File: src/rtl/bbus_operand_stage.sv
// Registered B-bus operand selector with a valid/ready output register and an inSwitch synchroniser.
// Optional feature: define BBUS_PARITY_EN to add the registered even-parity output bBus_par.
module bbus_operand_stage #(
  parameter int DATA_W      = 8,
  parameter int IMM_W       = 4,
  parameter int SYNC_STAGES = 2
) (
  input  logic              in_clk,
  input  logic              in_rst_n,
  input  logic [1:0]        B_selMUX,
  input  logic              ext_sign,
  input  logic [DATA_W-1:0] bData,
  input  logic [IMM_W-1:0]  bit_extend,
  input  logic [DATA_W-1:0] inSwitch,
  input  logic              sel_valid,
  output logic              sel_ready,
  output logic [DATA_W-1:0] bBusMUX,
  output logic              bBus_valid,
  input  logic              bBus_ready
`ifdef BBUS_PARITY_EN
  ,
  output logic              bBus_par
`endif
);

  typedef enum logic [1:0] {
    SRC_BDATA  = 2'b00,
    SRC_IMM    = 2'b01,
    SRC_SWITCH = 2'b10,
    SRC_LAST   = 2'b11
  } srcSel_e;

  logic [DATA_W-1:0] syncQ [SYNC_STAGES];
  logic [DATA_W-1:0] extImm;
  logic [DATA_W-1:0] selValue;
  logic [DATA_W-1:0] opQ;
  logic [DATA_W-1:0] lastQ;
  logic              validQ;
  logic              accept;

  // Full-width immediates have no upper bits to fill.
  if (IMM_W == DATA_W) begin : gExtFull
    always_comb extImm = bit_extend;
  end else begin : gExtPart
    always_comb extImm = {{(DATA_W-IMM_W){ext_sign & bit_extend[IMM_W-1]}}, bit_extend};
  end

  always_comb begin
    selValue = bData;
    unique case (srcSel_e'(B_selMUX))
      SRC_BDATA:  selValue = bData;
      SRC_IMM:    selValue = extImm;
      SRC_SWITCH: selValue = syncQ[SYNC_STAGES-1];
      SRC_LAST:   selValue = lastQ;
      default:    selValue = bData;
    endcase
  end

  assign sel_ready  = !validQ || bBus_ready;
  assign accept     = sel_valid && sel_ready;
  assign bBusMUX    = opQ;
  assign bBus_valid = validQ;

  always_ff @(posedge in_clk) begin
    if (!in_rst_n) begin
      for (int unsigned i = 0; i < SYNC_STAGES; i++) syncQ[i] <= '0;
    end else begin
      syncQ[0] <= inSwitch;
      for (int unsigned i = 1; i < SYNC_STAGES; i++) syncQ[i] <= syncQ[i-1];
    end
  end

  // A consume without a new accept clears valid but leaves the data in place.
  always_ff @(posedge in_clk) begin
    if (!in_rst_n) begin
      opQ    <= '0;
      lastQ  <= '0;
      validQ <= 1'b0;
    end else if (accept) begin
      opQ    <= selValue;
      lastQ  <= selValue;
      validQ <= 1'b1;
    end else if (bBus_ready) begin
      validQ <= 1'b0;
    end
  end

`ifdef BBUS_PARITY_EN
  always_ff @(posedge in_clk) begin
    if (!in_rst_n) begin
      bBus_par <= 1'b0;
    end else if (accept) begin
      bBus_par <= ^selValue;
    end
  end
`endif

endmodule

File: config.mk
export PLATFORM = sky130hd
export DESIGN_NAME = bbus_operand_stage
export DESIGN_NICKNAME = d
export VERILOG_FILES = /design/src/rtl/bbus_operand_stage.sv
export SDC_FILE = /design/constraint.sdc
export NUM_CORES = 1
export LEC_CHECK = 0
export CORE_MARGIN = 4
export CORE_UTILIZATION = 58
export DETAILED_ROUTE_END_ITERATION = 10
export DONT_BUFFER_PORTS = 1
export MAX_ROUTING_LAYER = met4
export PLACE_DENSITY = 0.85
export SYNTH_ARGS = -nofsm -noshare
export SYNTH_HDL_FRONTEND = slang
export SYNTH_SLANG_ARGS = --single-unit
File: constraint.sdc
create_clock -name in_clk -period 1.9 [get_ports in_clk]
set_input_delay 0.38 -clock in_clk [delete_from_list [all_inputs] [get_ports in_clk]]
set_output_delay 0.38 -clock in_clk [all_outputs]
set_load 0.02 [all_outputs]
==> flow_metrics.py <==
metrics = {
    "final_layout": {
        "fillers": 115,
        "nets": 123,
        "multi_input_area_um2": 409,
        "layout_commonest_cell": "dfxtp_1",
        "final_layout_size_suffix_gt1_frac": 0.121,
        "stdcell_count": 107,
        "seq_area_um2": 500,
        "mostFrequentLayoutCells": "dfxtp_1, and2_1, inv_1",
        "area_growth_pct": 3.55,
        "diodes": 0,
    },
    "clock_network": {
        "htree_levels": 1,
        "hold_buffers": 0,
        "postCtsResizedCells": 0,
        "clk_latency_ps": 310,
        "clockRootBuffer": "clkbuf_4",
        "cts_setup_buffers": 0,
        "cts.sinks": 25,
        "clockBufferDepth": 2,
        "cts_buffers": 3,
        "cts_tree": "yes",
        "clk_pin_slew_worst_paths_ps": 120,
    },
    "yosys": {
        "ys_seq_area_frac": 0.526,
        "synth.cell_area_um2": 952,
        "synth.ff_latch_count": 25,
        "ys_types": 20,
        "syn-mean-instance-area_um2": 10.6,
        "syn_nets": 121,
        "synth_top_area_share": 0.526,
        "syn_inst": 90,
        "ys_warn_count": 0,
        "ys_top_cells_by_area": "dfxtp_1, and2_1, ha_1",
        "synth_largest_area_cell": "dfxtp_1",
    },
    "sta": {
        "worst_pin_slew_ps": 458,
        "skew_ps": 1.57,
        "fmax_ghz": 0.653,
        "rsz0062_at_grt": "false",
        "finalSetupViolCount": 0,
        "slew_violations": 0,
        "hold_viol_final": 0,
        "fin_crit_sh": 0.806,
        "setup_tns_ps": 0,
        "min_period_ps": 1530,
        "whs_ps": 185,
        "maxSlewHeadroom": 0.693,
    },
    "critical_path": {
        "cp_max_fo": 3,
        "crit_chain": "nor2b_4 -> inv_1",
        "required_ps": 1520,
        "criticalPathCategory": "flop to output port",
        "crit_path_top_delay_cell": "dfxtp_1",
        "end_kind": "output port",
        "critPathMaxStageDelay_ps": 470,
        "worst_r2r_path_depth": 3,
        "start_kind": "flop",
        "worstPathArrival_ps": 1150,
    },
    "routing": {
        "antenna_left": 0,
        "vias": 600,
        "wirelength_um": 1520,
        "viasPerCell": 5.61,
        "firstDrtPassIters": 4,
        "wire_per_inst_um": 14.2,
        "drc_errors": 0,
        "drt_iter0_markers": 4,
    },
    "floorplan": {
        "dieHeight_um": 48.5,
        "core_area_um2": 1520,
        "start_util": 0.625,
        "rows": 14,
        "io_pins": 37,
        "fp.dieArea_um2": 2350,
        "dieWidth_um": 48.5,
    },
    "job": {
        "cap_violations": 0,
    },
    "hold_path": {
        "holdCritPathClass": "primary input to flop",
        "hold_depth": 1,
    },
    "pwr": {
        "peakVddDrop_uv": 439,
        "p_seq_frac": 0.653,
        "pwr-share-clk": 0.250,
        "power_frac_comb": 0.097,
        "swShare": 0.238,
        "p_per_area_nw_per_um2": 904,
        "cellLeakagePower_nw": 0.421,
        "internal_power_mw": 0.679,
        "power_switching_mw": 0.212,
    },
    "grt": {
        "antenna_found_initial": 0,
        "grt_max_degree": 20,
        "grt_pass1_vias": 546,
        "grt_overflow": 0,
        "grt_first_pass_wirelength_um": 2390,
        "grt_use_total": 0.134,
    },
    "place": {
        "dp_cells": 103,
        "place_congestion": 0.775,
        "dpl.hpwl_um": 1170,
        "io_buffers": 0,
    },
    "outcome": {
        "status": "finished, final reports clean",
    },
}
## kinds of logic (layout without fill, tap and decap cells)
| family | count (synthesis) | count (layout) | share of synthesized area |
|---|---|---|---|
| AOI/OAI and AO/OA | 21 | 21 | 0.170 |
| DFF | 25 | 25 | 0.526 |
| adders and majority gates | 4 | 4 | 0.0526 |
| and+or+nand+nor | 29 | 29 | 0.208 |
| buffers and inverters | 11 | 12 | 0.0447 |
## worst paths after layout
check / startpoint / endpoint / slack [ps]
setup reg to reg: bBus_valid / lastQ[7] / 630
hold / removal: in_rst_n / syncQ[0][9] / 180
hold reg to reg: syncQ[0][1] / syncQ[0][9] / 440
setup / recovery: bBus_valid / sel_ready / 370
## per-layer routing
layer / vias to the layer above / global-route usage / routed length, µm
met5: - / - / 0
met4: 0 / 0.103 / 42
met3: 4 / 0.0613 / 159
met2: 24 / 0.207 / 715
met1: 265 / 0.129 / 602
li1: 307 / - / -
## cell type report
cell class	count	area share
clock buffer	4	0.0266
tap	16	0.0203
multi-input combinational	54	0.415
inverter	8	0.0305
sequential	25	0.508
## registers in the layout (all words and copies together) (netlist names)
register	cells
syncQ	16
lastQ	8
bBus_valid	1
## per-stage QoR
step | area [µm²] | total power, mW | worst slack (ps) | utilization
floorplan | 952 | 0.669 | 457 | -
global placement | 960 | 0.677 | 345 | 0.630
detailed placement | 960 | 0.681 | 293 | 0.630
CTS | 986 | 0.900 | 353 | 0.647
global route | 986 | 0.936 | 305 | 0.647
finish | 986 | 0.891 | 369 | 0.647
## power by group through the flow
| stage | clock network (mW) | logic [mW] | registers, mW |
|---|---|---|---|
| after floorplan | 0 | 0.0779 | 0.591 |
| after global placement | 0 | 0.0834 | 0.594 |
| after detailed placement | 0 | 0.0869 | 0.595 |
| after CTS | 0.230 | 0.0870 | 0.583 |
| after global routing | 0.254 | 0.0976 | 0.585 |
| final | 0.223 | 0.0861 | 0.582 |
## synthesized netlist by cell type (all sizes together)
cell type	n
dfxtp	25
a31oi	1
clkbuf	2
nand2	6
a21oi	6
nand2b	3
o31a	1
ha	4
buf	1
a221oi	4
nor4b	1
nor2b	2
a32o	3
and2	16
a22o	5
inv	8
nand3	1
a21boi	1
## worst max-delay path, delay by kind of cell, from the launching register on
kind	cells	cell delay (ps)
buf+inv	1	130
flops	1	470
simple gates	1	230
(Power assumes the default switching activity.)
